File: src/rtl/sample_group_unpacker_pkg.sv
// Shared types and helpers for the sample group unpacker.
//   grp_hdr_t      : packet header layout {gid, cnt, seq}
//   unpack_state_e : FSM state encoding
//   words_for()    : stream words needed to carry a vector of a given width
package sample_unpack_pkg;

  localparam int HDR_W = 32;
  localparam int SEQ_W = 16;

  typedef struct packed {
    logic [7:0]       gid;
    logic [7:0]       cnt;
    logic [SEQ_W-1:0] seq;
  } grp_hdr_t;

  typedef enum logic [2:0] {
    ST_IDLE    = 3'd0,
    ST_PAYLOAD = 3'd1,
    ST_CSUM    = 3'd2,
    ST_DROP    = 3'd3,
    ST_COMMIT  = 3'd4
  } unpack_state_e;

  function automatic int words_for(input int width);
    return (width + HDR_W - 1) / HDR_W;
  endfunction

endpackage

File: src/rtl/sample_group_unpacker_if.sv
// Word stream carrying group packets from the host-fed FIFO.
//   in_valid : word valid (master -> slave)
//   in_data  : stream word (master -> slave)
//   in_ready : slave accepts word; transfer when in_valid & in_ready
interface sample_group_unpacker_if
  import sample_unpack_pkg::*;
#(
  parameter int DATA_W = HDR_W
) ();

  logic              in_valid;
  logic [DATA_W-1:0] in_data;
  logic              in_ready;

  modport master (output in_valid, output in_data, input in_ready);
  modport slave  (input in_valid, input in_data, output in_ready);

endinterface

File: src/rtl/sample_group_unpacker_regbank.sv
// Per-group output registers for the unpacker.
// Holds the NUM_GROUPS x GROUP_W signal vectors and the expected sequence
// number of every group. A commit strobe plus group id writes one slice,
// raises that group's update bit for one cycle and flags a sequence mismatch.
//   clock, reset : rising-edge clock, async active-low reset
//   commit       : one-cycle write strobe
//   gid, seq     : group id and sequence number of the committed packet
//   data         : reassembled group vector
//   grp_data     : all group vectors, group g at [g*GROUP_W +: GROUP_W]
//   grp_update   : one-cycle pulse per committed group
//   err_seq      : one-cycle pulse, committed seq differed from expected
module sample_group_regbank
  import sample_unpack_pkg::*;
#(
  parameter int NUM_GROUPS = 4,
  parameter int GROUP_W    = 128
) (
  input  logic                          clock,
  input  logic                          reset,
  input  logic                          commit,
  input  logic [7:0]                    gid,
  input  logic [SEQ_W-1:0]              seq,
  input  logic [GROUP_W-1:0]            data,
  output logic [NUM_GROUPS*GROUP_W-1:0] grp_data,
  output logic [NUM_GROUPS-1:0]         grp_update,
  output logic                          err_seq
);

  logic [NUM_GROUPS*GROUP_W-1:0]       grp_data_q, grp_data_d;
  logic [NUM_GROUPS-1:0][SEQ_W-1:0]    exp_seq_q, exp_seq_d;
  logic [NUM_GROUPS-1:0]               upd_q, upd_d;
  logic                                err_seq_q, err_seq_d;

  always_comb begin
    grp_data_d = grp_data_q;
    exp_seq_d  = exp_seq_q;
    upd_d      = '0;
    err_seq_d  = 1'b0;
    for (int g = 0; g < NUM_GROUPS; g++) begin
      if (commit && (gid == 8'(g))) begin
        grp_data_d[g*GROUP_W +: GROUP_W] = data;
        upd_d[g]     = 1'b1;
        err_seq_d    = (seq != exp_seq_q[g]);
        // 16-bit wrap: 0xFFFF is followed by 0x0000
        exp_seq_d[g] = seq + SEQ_W'(1);
      end
    end
  end

  always_ff @(posedge clock or negedge reset) begin
    if (!reset) begin
      grp_data_q <= '0;
      exp_seq_q  <= '0;
      upd_q      <= '0;
      err_seq_q  <= 1'b0;
    end else begin
      grp_data_q <= grp_data_d;
      exp_seq_q  <= exp_seq_d;
      upd_q      <= upd_d;
      err_seq_q  <= err_seq_d;
    end
  end

  assign grp_data   = grp_data_q;
  assign grp_update = upd_q;
  assign err_seq    = err_seq_q;

endmodule

File: src/rtl/sample_group_unpacker.sv
// Receiving end of the sampled-signal group export path.
// Parses a 32-bit word stream of {header, payload} packets, rebuilds each
// group's signal vector and commits it to the register bank.
// Optional feature macro: SAMPLE_UNPACK_CHECKSUM_EN -- when defined every
// packet carries a trailing XOR checksum word checked in state CSUM.
//   clock, reset : rising-edge clock, async active-low reset
//   in_if        : slave side of the word stream (valid/data/ready)
//   grp_data     : group vectors, group g at [g*GROUP_W +: GROUP_W]
//   grp_update   : one-cycle pulse, bit g set when group g is committed
//   err_len      : pulse, header word count differs from WORDS
//   err_id       : pulse, header group id out of range
//   err_seq      : pulse, sequence mismatch (packet still committed)
//   err_csum     : pulse, checksum mismatch (tied 0 without the feature)
//
// state   | meaning
// IDLE    | waiting for a header word
// PAYLOAD | collecting WORDS payload words into staging
// CSUM    | comparing the trailing checksum word (feature only)
// DROP    | discarding the payload of a rejected header
// COMMIT  | one cycle, in_ready low, staging written to the register bank
module sample_group_unpacker
  import sample_unpack_pkg::*;
#(
  parameter int DATA_W     = 32,
  parameter int NUM_GROUPS = 4,
  parameter int GROUP_W    = 128
) (
  input  logic                          clock,
  input  logic                          reset,
  sample_group_unpacker_if.slave        in_if,
  output logic [NUM_GROUPS*GROUP_W-1:0] grp_data,
  output logic [NUM_GROUPS-1:0]         grp_update,
  output logic                          err_len,
  output logic                          err_id,
  output logic                          err_seq,
  output logic                          err_csum
);

  localparam int WORDS = words_for(GROUP_W);
  localparam int STG_W = WORDS * DATA_W;

  localparam logic [7:0] NUM_GROUPS_B = 8'(NUM_GROUPS);
  localparam logic [7:0] WORDS_B      = 8'(WORDS);
  localparam logic [7:0] LAST_IDX     = 8'(WORDS - 1);

  localparam logic [2:0] S_IDLE    = ST_IDLE;
  localparam logic [2:0] S_PAYLOAD = ST_PAYLOAD;
  localparam logic [2:0] S_DROP    = ST_DROP;
  localparam logic [2:0] S_COMMIT  = ST_COMMIT;
`ifdef SAMPLE_UNPACK_CHECKSUM_EN
  localparam logic [2:0] S_CSUM    = ST_CSUM;
`endif

  logic [2:0]       state_q, state_d;
  logic [7:0]       gid_q, gid_d;
  logic [SEQ_W-1:0] seq_q, seq_d;
  logic [7:0]       idx_q, idx_d;
  logic [7:0]       rem_q, rem_d;
  logic [STG_W-1:0] staging_q, staging_d;
  logic             err_len_q, err_len_d;
  logic             err_id_q, err_id_d;
`ifdef SAMPLE_UNPACK_CHECKSUM_EN
  logic [DATA_W-1:0] csum_q, csum_d;
  logic              err_csum_q, err_csum_d;
`endif

  grp_hdr_t hdr_in;
  logic     hs;
  logic     bad_id;
  logic     bad_len;
  logic     commit;

  assign in_if.in_ready = (state_q != S_COMMIT);
  assign hs             = in_if.in_valid & in_if.in_ready;
  assign hdr_in         = grp_hdr_t'(in_if.in_data);
  assign bad_id         = (hdr_in.gid >= NUM_GROUPS_B);
  assign bad_len        = (hdr_in.cnt != WORDS_B);

  always_comb begin
    state_d   = state_q;
    gid_d     = gid_q;
    seq_d     = seq_q;
    idx_d     = idx_q;
    rem_d     = rem_q;
    staging_d = staging_q;
    err_len_d = 1'b0;
    err_id_d  = 1'b0;
    commit    = 1'b0;
`ifdef SAMPLE_UNPACK_CHECKSUM_EN
    csum_d     = csum_q;
    err_csum_d = 1'b0;
`endif
    case (state_q)
      S_IDLE: begin
        if (hs) begin
          err_id_d  = bad_id;
          err_len_d = bad_len;
          if (bad_id || bad_len) begin
            // a zero-count bad header has nothing to skip
            if (hdr_in.cnt != 8'd0) begin
              state_d = S_DROP;
              rem_d   = hdr_in.cnt;
            end
          end else begin
            state_d = S_PAYLOAD;
            idx_d   = 8'd0;
            gid_d   = hdr_in.gid;
            seq_d   = hdr_in.seq;
`ifdef SAMPLE_UNPACK_CHECKSUM_EN
            csum_d  = in_if.in_data;
`endif
          end
        end
      end
      S_PAYLOAD: begin
        if (hs) begin
          for (int w = 0; w < WORDS; w++) begin
            if (idx_q == 8'(w)) staging_d[w*DATA_W +: DATA_W] = in_if.in_data;
          end
`ifdef SAMPLE_UNPACK_CHECKSUM_EN
          csum_d = csum_q ^ in_if.in_data;
`endif
          if (idx_q == LAST_IDX) begin
`ifdef SAMPLE_UNPACK_CHECKSUM_EN
            state_d = S_CSUM;
`else
            state_d = S_COMMIT;
`endif
          end else begin
            idx_d = idx_q + 8'd1;
          end
        end
      end
`ifdef SAMPLE_UNPACK_CHECKSUM_EN
      S_CSUM: begin
        if (hs) begin
          if (in_if.in_data == csum_q) begin
            state_d = S_COMMIT;
          end else begin
            err_csum_d = 1'b1;
            state_d    = S_IDLE;
          end
        end
      end
`endif
      S_DROP: begin
        if (hs) begin
          rem_d = rem_q - 8'd1;
          if (rem_q == 8'd1) state_d = S_IDLE;
        end
      end
      S_COMMIT: begin
        commit  = 1'b1;
        state_d = S_IDLE;
      end
      default: state_d = S_IDLE;
    endcase
  end

  always_ff @(posedge clock or negedge reset) begin
    if (!reset) begin
      state_q   <= S_IDLE;
      gid_q     <= '0;
      seq_q     <= '0;
      idx_q     <= '0;
      rem_q     <= '0;
      staging_q <= '0;
      err_len_q <= 1'b0;
      err_id_q  <= 1'b0;
    end else begin
      state_q   <= state_d;
      gid_q     <= gid_d;
      seq_q     <= seq_d;
      idx_q     <= idx_d;
      rem_q     <= rem_d;
      staging_q <= staging_d;
      err_len_q <= err_len_d;
      err_id_q  <= err_id_d;
    end
  end

`ifdef SAMPLE_UNPACK_CHECKSUM_EN
  always_ff @(posedge clock or negedge reset) begin
    if (!reset) begin
      csum_q     <= '0;
      err_csum_q <= 1'b0;
    end else begin
      csum_q     <= csum_d;
      err_csum_q <= err_csum_d;
    end
  end
  assign err_csum = err_csum_q;
`else
  assign err_csum = 1'b0;
`endif

  assign err_len = err_len_q;
  assign err_id  = err_id_q;

  // bits of staging above GROUP_W never reach the outputs
  sample_group_regbank #(
    .NUM_GROUPS (NUM_GROUPS),
    .GROUP_W    (GROUP_W)
  ) u_regbank (
    .clock      (clock),
    .reset      (reset),
    .commit     (commit),
    .gid        (gid_q),
    .seq        (seq_q),
    .data       (staging_q[GROUP_W-1:0]),
    .grp_data   (grp_data),
    .grp_update (grp_update),
    .err_seq    (err_seq)
  );

endmodule

File: src/flat_wrapper.sv
// flat-port wrapper written by rule: the top's interface ports become plain ports
module sample_group_unpacker_flat import sample_unpack_pkg::*;
#(
  parameter int DATA_W     = 32,
  parameter int NUM_GROUPS = 4,
  parameter int GROUP_W    = 128
)
  (clock, reset, grp_data, grp_update, err_len, err_id, err_seq, err_csum, in_if_in_valid, in_if_in_data, in_if_in_ready);
  sample_group_unpacker_if #(.DATA_W(DATA_W)) in_if_i ();
  input  logic clock;
  input  logic reset;
  output logic [NUM_GROUPS*GROUP_W-1:0] grp_data;
  output logic [NUM_GROUPS-1:0] grp_update;
  output logic err_len;
  output logic err_id;
  output logic err_seq;
  output logic err_csum;
  input wire logic [$bits(in_if_i.in_valid)-1:0] in_if_in_valid;
  input wire logic [$bits(in_if_i.in_data)-1:0] in_if_in_data;
  output wire logic [$bits(in_if_i.in_ready)-1:0] in_if_in_ready;
  assign in_if_i.in_valid = in_if_in_valid;
  assign in_if_i.in_data = in_if_in_data;
  assign in_if_in_ready = in_if_i.in_ready;
  sample_group_unpacker #(.DATA_W(DATA_W), .NUM_GROUPS(NUM_GROUPS), .GROUP_W(GROUP_W)) u_core (.clock(clock), .reset(reset), .in_if(in_if_i), .grp_data(grp_data), .grp_update(grp_update), .err_len(err_len), .err_id(err_id), .err_seq(err_seq), .err_csum(err_csum));
endmodule
File: config.mk
export PLATFORM = sky130hd
export DESIGN_NAME = sample_group_unpacker_flat
export DESIGN_NICKNAME = d
export VERILOG_FILES = /design/src/rtl/sample_group_unpacker_pkg.sv /design/src/rtl/sample_group_unpacker_if.sv /design/src/rtl/sample_group_unpacker_regbank.sv /design/src/rtl/sample_group_unpacker.sv /design/src/flat_wrapper.sv
export SDC_FILE = /design/constraint.sdc
export NUM_CORES = 1
export LEC_CHECK = 0
export ABC_AREA = 1
export BUFFER_PORTS_ARGS = -buffer_cell sky130_fd_sc_hd__buf_2
export CORE_ASPECT_RATIO = 0.8
export CORE_MARGIN = 2
export CORE_UTILIZATION = 40
export DETAILED_ROUTE_END_ITERATION = 10
export PLACE_DENSITY_LB_ADDON = 0.2
export REMOVE_ABC_BUFFERS = 1
export SYNTH_ARGS = -nofsm -noshare
export SYNTH_HDL_FRONTEND = slang
export SYNTH_HIERARCHICAL = 1
export SYNTH_SLANG_ARGS = --single-unit
File: constraint.sdc
create_clock -name clock -period 1.6 [get_ports clock]
set_clock_uncertainty 0.1 [all_clocks]
set_input_delay 0.24 -clock clock [delete_from_list [all_inputs] [get_ports clock]]
set_output_delay 0.24 -clock clock [all_outputs]
set_load 0.1 [all_outputs]
### After elaboration in Yosys (flattened, before gate mapping)

Index checks and enable logic that the tools add are counted.

* flip-flop bits (word level): 754
* bits of input ports: 35

* add/sub/neg operators: 3
* order comparisons: 1
* eq/ne operators: 26
* muxes and demuxes: 31
* bitwise gates (word level): 2
* reduce and logical (&&, ||, !) cells: 19

Operator list (count)
* two-way mux 8 bit: 8
* != test 16 bit: 4
* equality test 8 x 2 -> 1 bit (second input constant): 4
* one-hot mux 8 bit (2 select lines): 2
* equality test 8 x 1 -> 1 bit (second input constant): 3
* two-way mux 3 bit: 7
* adder 16 x 1 -> 16 bit (second input constant): 1
* zero test 8 bit: 2
* AND reduction 3 bit: 5
* != test 2 x 1 -> 1 bit (second input constant): 7
* two-way mux 1 bit: 13
* AND reduction 5 bit: 2
* one-hot mux 3 bit (3 select lines): 1
* adder 8 x 1 -> 8 bit (second input constant): 1
* greater-or-equal comparator 8 x 3 -> 1 bit (second input constant): 1
* != test 8 x 3 -> 1 bit (second input constant): 1
* nonzero test 8 bit: 1
* subtractor 8 x 1 -> 8 bit (second input constant): 1
* != test 3 bit (second input constant): 2
* AND reduction 6 bit: 1
* logical AND 1 bit: 4
* != test 2 bit (second input constant): 2
* nonzero test 2 bit: 2
* equality test 3 x 1 -> 1 bit (second input constant): 1
* other kinds (6): 6

### Depth between registers and ports, before layout

Gate-level depths: netlist of run 1.

* depth in word-level cells: 7
* depth in mapped cells: 11
* gate-level depth less buffers: 9

### Hierarchy

The synthesis of run 1 kept the hierarchy.

By module, submodules not included
* sample_group_regbank: instances 1, cells each 2368, area an instance 22668.0 sq um, sequential area each 14538.9 sq um
* sample_group_unpacker: instances 1, cells each 760, area an instance 7079.3 sq um, sequential area each 4329.2 sq um

### Worst setup path before layout of run 1

Ideal clock, no wire load.

* path type: reg2reg
* start: register u_core.state_q[0]
* end: register u_core.u_regbank.grp_data_q[384] (netlist: u_core/u_regbank/grp_data[384])
* arrival: 1.489 ns
* data required time: 1.371 ns
* setup slack: -0.118 ns
* cell stages (with the launch flop): 12
* buffers on the path: 3
* clock period less this slack: 1.718 ns
* cells stage by stage: dfrtp_1 -> buf_2 -> inv_2 -> nand2_2 -> nor2_1 -> nand2_1 -> inv_1 -> nand2_2 -> buf_2 -> buf_2 -> nand2_1 -> o21ai_0

* word-level cells in the longest chain between the ends: 3

Ends and longest elaborated chain
* from (decl): line sample_group_unpacker.sv:54 `logic [2:0] state_q, state_d;`
* from (signal assigned): line sample_group_unpacker.sv:171 `state_q <= state_d;`
* equality test 3 bit: line sample_group_unpacker.sv:93 `case (state_q)`
* two-way mux 1 bit: line sample_group_unpacker.sv:93
* named net u_core.commit: line sample_group_unpacker.sv:71 `logic commit;`
* logical AND 1 bit: line sample_group_unpacker_regbank.sv:40 `if (commit && (gid == 8'(g))) begin`
* to (signal assigned): line sample_group_unpacker_regbank.sv:57 `grp_data_q <= grp_data_d;`
* to (decl): line sample_group_unpacker_regbank.sv:29 `logic [NUM_GROUPS*GROUP_W-1:0] grp_data_q, grp_data_d;`

The timed path passes the listed nets, and every way through them passes these cells.
A chain may end at the register's enable or synchronous reset.

### Worst setup path in the final report of run 1

* start: register u_core.gid_q[3]
* end: register u_core.u_regbank.grp_data_q[438] (netlist: u_core/u_regbank/grp_data[438])

* word-level cells in the longest chain between the ends: 2

Ends and longest elaborated chain
* from (decl): line sample_group_unpacker.sv:55 `logic [7:0] gid_q, gid_d;`
* from (signal assigned): line sample_group_unpacker.sv:172 `gid_q <= gid_d;`
* equality test 8 x 2 -> 1 bit: line sample_group_unpacker_regbank.sv:40
* logical AND 1 bit: line sample_group_unpacker_regbank.sv:40

Every way passes these cells.

==> flow_summary.yaml, run 1 <==
outcome:
  outcome: "complete, but fails checks"
  violations: "negative setup slack"
routing:
  vias: 24360
  ant_nets: 0
  drt_iter0_markers: 2059
  wl_um: 94420
  dr.pass1.iters: 6
  vias_per_cell: 4.910
  drc_errors: 0
  wire_per_inst_um: 19.04
global_routing:
  grt_pass1_vias: 22820
  antenna_found_initial: 0
  grt.total_usage_pct: 22.77
  grt_start_max_net_pins: 71
  grt-ovfl-total: 0
  grt_pass1_wl_um: 136200
pwr:
  leakage_nw: 20.63
  ir_drop_v: 0.001202
  power_density_mw_per_mm2: 1518
  total_power_mw: 60.87
logic_synthesis:
  synthFlopType: "dfrtp_1"
  synth.top_cells.by_area: "dfrtp_1 63%, nand2_1 13%, o21ai_1 6.9%"
  yosys.cell_types.count: 36
  ys_ff_latch: 754
  synth_common_cells: "994 x nand2_1, 754 x dfrtp_1, 409 x o21ai_1"
  syn_inst: 3128
  synth_edf_count: 0
  yosysMostFrequentCell: "nand2_1"
  yosysWarnings: 6
  synth_area_mm2: 0.02975
  netlist.area_leader.share_pct: 63.43
  synth.yosys.seq_area_share_pct: 63.43
  postSynthAreaPerCell_um2: 9.510
  postSynth.asyncResetShare_pct: 100.0
  synth_largest_area_cell: "dfrtp_1"
flow_run:
  cap_violations: 0
placement:
  gp_congestion: 0.8596
  numPortBuffers: 554
  dp_hpwl_um: 58910
critical_path:
  rrSetupSlack_ns: -0.36
  crit_top_cell: "buf_12"
  worst_setup_path_start_kind: "register"
  crit_end: "u_core/u_regbank/grp_data[438]$_DFFE_PN0N_"
  ff2ff_path_depth: 9
  worstPathArrival_ns: 2.36
  cp_cell_sequence: "or2_4 -> buf_6 -> nor3_4 -> buf_12 -> nand2_8 -> buf_12 -> buf_12 -> nand2_1 -> o21ai_0"
  required_ns: 2.00
  startpoint: "u_core/gid_q[3]$_DFFE_PN0P_"
  crit_fanout: 16
  r2r-start: "u_core/gid_q[3]$_DFFE_PN0P_"
  cpPeakStageDelay_ns: 0.37
  crit_path_end_kind: "register"
  crit_type: "reg2reg"
  rr_endpoint: "u_core/u_regbank/grp_data[438]$_DFFE_PN0N_"
  worst_path_max_delay_cell: "dfrtp_1"
layout:
  final_layout_size_suffix_gt1_share_pct: 28.54
  multi_input_area_mm2: 0.009324
  finalNetCount: 3941
  n_fill_cell: 6749
  area_growth_pct: 34.81
  antenna_cells: 0
  register_area_mm2: 0.01887
  fin_util_pct: 54.40
clocking:
  root_buffer: "clkbuf_16"
  cts.path.max_buffers: 3
  clk_latency_ns: 0.63
  tritoncts: "yes"
  htree_levels: 3
  numCtsBuffers: 78
  clk_pin_slew_ns: 0.06
  clock-sinks: 754
floorplan:
  die-area_mm2: 0.07658
  die_w_um: 308.9
  die_h_um: 247.9
  core_mm2: 0.07372
  num_io_pins: 556
  rows: 89
  initial_core_util_pct: 40.35
sta:
  finalMaxSlewViolations: 0
  setup_ws_ns: -0.3614
  rsz0062_at_grt: "yes"
  period_share_pct: 122.6
  hold_slack_ns: 0.1777
  tightest_slew_ns: 0.7151
  setup_viol: 1263
  max_slew_margin_pct: 52.17
  fmax_ghz: 0.5098
  min_period_ns: 1.961
  timing_hold_violations_final: 0
worst_hold_path:
  hold_class: "in2async"
## kinds of logic (layout without fill, tap and decap cells)
family,count (synthesis),count (layout),synth area share [%]
and+or+nand+nor,1165,1167,15.66
buffers and inverters,439,1268,7.142
AOI/OAI and AO/OA,731,731,12.56
xor gates and xnor gates,31,31,0.9127
adders and majority gates,7,7,0.2944
DFF,754,754,63.43
other,1,1,0.01261
## metrics by stage
stage | setup WS, ns | setup TNS, ns | std cells | instance area (um2)
CTS | -0.3651 | -258.63 | 4923 | 39050
floorplan | -2.624 | -1004.97 | 2960 | 28640
finish | -0.3614 | -253.14 | 4960 | 40100
global route | -0.4358 | -342.47 | 4960 | 40100
detailed placement | -0.2836 | -111.36 | 4709 | 34870
global placement | -0.2483 | -99.66 | 4709 | 34870
## cell usage in the layout, fill, tap and decap left out, drive strengths merged, types with 10 or more instances in the layout
cell type	synthesis	layout
nor2	89	89
inv	271	275
nand4	10	10
clkbuf	14	128
dlygate4sd3	0	35
nand2	1004	1006
nor3	10	10
dfrtp	754	754
nand3	50	50
o21ai	721	721
buf	154	802
xor2	29	29
clkinv	0	16
## final cells by class
| class | instances | area share [%] |
|---|---|---|
| well taps | 1001 | 3.123 |
| repair inverters | 2 | 0.04992 |
| repair buffers | 855 | 17.23 |
| flip-flops and latches | 754 | 47.06 |
| clock buffers | 110 | 5.616 |
| multi-input cells | 1937 | 23.25 |
| clock inverters | 30 | 1.002 |
| inverters | 271 | 2.665 |
## worst max-delay path, delay by kind of cell, from the launching register on
family,cells,cell delay [ns]
DFF,1,0.37
and+or+nand+nor,4,0.67
AOI/OAI and AO/OA,1,0.07
buffers and inverters,4,0.61
## registers in the layout, indices dropped and copies added (netlist names)
name and count:
u_core/gid_q 8, u_core/u_regbank/exp_seq_q 64, u_core/idx_q 8, u_core/seq_q 16
u_core/err_len 1, u_core/rem_q 8, u_core/err_id 1, u_core/state_q 3
u_core/staging_q 128, u_core/u_regbank/grp_update 4, u_core/u_regbank/err_seq 1, u_core/u_regbank/grp_data 512
## metal layers
metal	up-vias	GRT usage, %	part of all wire [%]
met4	0	6.082	2.6
li1	11560	-	-
met1	11960	32.88	46
met5	-	0	0
met3	140	3.689	5.4
met2	691	35.76	46
## worst min-delay path by stage
| stage | endpoint | slack, ns | depth (start not counted) |
|---|---|---|---|
| finish | u_core/staging_q[88]$_DFFE_PN0P_ | 0.18 | 3 |
| global route | u_core/u_regbank/grp_data[234]$_DFFE_PN0N_ | 0.16 | 3 |
| CTS | u_core/u_regbank/grp_data[490]$_DFFE_PN0N_ | 0.13 | 3 |
| detailed placement | u_core/u_regbank/grp_data[396]$_DFFE_PN0N_ | 0.04 | 1 |
| global placement | u_core/u_regbank/grp_data[399]$_DFFE_PN0N_ | 0.03 | 1 |
| floorplan | u_core/err_id$_DFF_PN0_ | -0.16 | 0 |
## report_power, final
group | internal, mW | switching (mW) | total, mW
Sequential | 21.5 | 1.44 | 23.0
Combinational | 4.00 | 15.0 | 19.0
Clock | 11.0 | 7.87 | 18.9
## timing repair
action | 4_1_cts | 5_1_grt
endpoints found under the hold margin | 910 | 0
pin swaps | 17 | 14
gates cloned | 16 | 26
setup endpoints to repair | 1262 | 1272
resized for setup | 202 | 163
setup buffers | 25 | 12
hold buffers | 35 | 0
Power figures use the tool's default switching activity.
==> run 2: changes to the inputs <==
--- a/config.mk
+++ b/config.mk
@@ -8,7 +8,7 @@
 export ABC_AREA = 1
 export BUFFER_PORTS_ARGS = -buffer_cell sky130_fd_sc_hd__buf_2
 export CORE_ASPECT_RATIO = 0.8
-export CORE_MARGIN = 2
+export CORE_MARGIN = 1
 export CORE_UTILIZATION = 40
 export DETAILED_ROUTE_END_ITERATION = 10
 export PLACE_DENSITY_LB_ADDON = 0.2
==> run 2 against run 1 <==
The run still ends with negative setup slack left. Global-route usage up 2.0 points. Register-to-register slack about the same. Worst setup slack got worse by 0.014 ns. Critical path type unchanged. Largest power group unchanged. Highest routed layer unchanged.
==> flow_summary.yaml, run 2 (synthesis results as in run 1) <==
outcome:
  outcome: "complete, but fails checks"
  violations: "negative setup slack"
critical_path:
  critPathTopFamily: "simple AND/OR/NAND/NOR gates"
  required_ns: 2.04
  crit_top_cell: "buf_12"
  worstPathArrival_ns: 2.41
  cp_cell_sequence: "or2_4 -> nor3_4 -> buf_12 -> buf_12 -> nand2_8 -> buf_12 -> buf_16 -> o21ai_1"
  worst_path_max_delay_cell: "dfrtp_1"
  path_buf_inv: 4
  crit_path_end_kind: "register"
  worst_setup_path_start_kind: "register"
  cpPeakStageDelay_ns: 0.38
  rr_endpoint: "u_core/u_regbank/grp_data[167]$_DFFE_PN0N_"
  rrSetupSlack_ns: -0.38
  ff2ff_path_depth: 8
  crit_type: "reg2reg"
  crit_fanout: 9
  r2r-start: "u_core/gid_q[3]$_DFFE_PN0P_"
layout:
  area_growth_pct: 41.63
  finalNetCount: 4010
  fin_cells: 5023
  register_area_mm2: 0.01887
  final_cell_mix: "868 x nand2_1, 749 x dfrtp_1, 535 x buf_2"
  multi_input_area_mm2: 0.009903
  n_fill_cell: 6360
  largest_reg_flops: 512
  layout_commonest_cell: "nand2_1"
  final_layout_size_suffix_gt1_share_pct: 32.63
sta:
  tightest_slew_ns: 0.6411
  max_slew_margin_pct: 57.12
  setup_viol: 1263
  timing_hold_violations_final: 0
  fmax_ghz: 0.5063
  rsz0062_at_grt: "yes"
  setup_ws_ns: -0.3751
  finalMaxSlewViolations: 0
  period_share_pct: 123.4
  min_period_ns: 1.975
clocking:
  numCtsBuffers: 78
  tritoncts: "yes"
  clk_latency_ns: 0.64
  htree_levels: 3
  root_buffer: "clkbuf_16"
  clock-sinks: 754
  clk_pin_slew_ns: 0.06
  cts.path.max_buffers: 3
pwr:
  ir_drop_v: 0.0009094
  leakage_nw: 21.55
  p_comb_share_pct: 33.9
  power_density_mw_per_mm2: 1497
  total_power_mw: 63.06
  internal_power_mw: 37.80
  swShare_pct: 40.05
  power_frac_seq_pct: 36.6
  clock_power_share_pct: 29.4
  switching_power_mw: 25.26
global_routing:
  grt_pass1_vias: 23650
  grt_start_max_net_pins: 77
  grt_pass1_wl_um: 143800
  antenna_found_initial: 1
  grt.total_usage_pct: 24.77
  grt-ovfl-total: 0
routing:
  vias: 24780
  vias_per_cell: 4.932
  dr.pass1.iters: 5
  wl_um: 98420
  ant_nets: 0
  drc_errors: 0
  drt_iter0_markers: 2046
  wire_per_inst_um: 19.59
floorplan:
  die_h_um: 245.9
  die_w_um: 306.9
  rows: 89
  num_io_pins: 556
  initial_core_util_pct: 40.41
  die-area_mm2: 0.07547
  core_mm2: 0.07361
worst_hold_path:
  whs_path_depth: 6
  hold_end: "u_core/err_id$_DFF_PN0_"
  hold_class: "in2reg"
  min_from: "in_if_in_data[26]"
placement:
  placed_cells: 4712
  dp_hpwl_um: 57790
  gp_congestion: 0.8443
  numPortBuffers: 554
flow_run:
  cap_violations: 0
run 2: stage by stage:
stage	instance area (um2)	setup TNS [ns]	util [%]	worst slack, ns	hold slack [ns]
floorplan	28640	-1004.97	-	-2.624	-0.1556
global placement	35070	-120.06	47.64	-0.3265	0.08067
detailed placement	35070	-128.82	47.64	-0.3489	0.07446
CTS	41070	-245.01	55.79	-0.3502	0.2237
global route	42130	-347.72	57.24	-0.4378	0.2621
finish	42130	-251.81	57.24	-0.3751	0.2520
run 2: metal layers:
layer,track usage [%],vias up,wire length (um)
li1,-,11720,-
met1,34.88,12050,43530
met2,39.17,819,46390
met3,4.171,187,5407
met4,7.632,0,3096
met5,0,-,0
run 2: timing repair:
item,in CTS,in global routing
gates cloned,54,17
setup endpoints to repair,1257,1279
gates resized for setup,380,236
endpoints found under the hold margin,909,0
hold buffers,36,0
setup buffers,59,21
pin swaps,21,13
run 2: cell type report:
cell class | instances | area share (%)
Clock inverter | 22 | 0.8196
Inverter | 271 | 2.492
Multi-Input combinational cell | 1940 | 23.51
Antenna cell | 1 | 0.005939
Sequential cell | 754 | 44.80
Tap cell | 1001 | 2.973
Clock buffer | 111 | 5.357
Timing Repair inverter | 1 | 0.02673
Timing Repair Buffer | 922 | 20.02
run 2: how the worst max path moves through the flow:
stage | startpoint | endpoint | slack, ns | cells past startpoint
floorplan | u_core/state_q[0]$_DFFE_PN0P_ | u_core/u_regbank/exp_seq_q[12]$_DFFE_PN0P_ | -2.62 | 9
global placement | u_core/state_q[0]$_DFFE_PN0P_ | u_core/u_regbank/grp_data[121]$_DFFE_PN0P_ | -0.33 | 11
detailed placement | u_core/state_q[0]$_DFFE_PN0P_ | u_core/u_regbank/grp_data[121]$_DFFE_PN0P_ | -0.35 | 11
CTS | u_core/state_q[1]$_DFFE_PN0P_ | in_if_in_ready | -0.35 | 6
global route | u_core/gid_q[3]$_DFFE_PN0P_ | u_core/u_regbank/grp_data[140]$_DFFE_PN0N_ | -0.44 | 8
finish | u_core/gid_q[3]$_DFFE_PN0P_ | u_core/u_regbank/grp_data[167]$_DFFE_PN0N_ | -0.38 | 8
run 2: tightest hold or removal path: stages:
cell,delay (ns)
buf_2,0.08
inv_2,0.03
nand2_1,0.05
nor2_1,0.08
buf_4,0.17
nor3_1,0.24
run 2: power by group through the flow:
stage | logic, mW | registers [mW] | clock network, mW
after floorplan | 4.80 | 31.3 | 0
after global placement | 18.0 | 23.2 | 0
after detailed placement | 18.2 | 23.2 | 0
after CTS | 20.9 | 23.0 | 19.0
after global routing | 22.6 | 23.4 | 19.7
final | 21.4 | 23.1 | 18.6
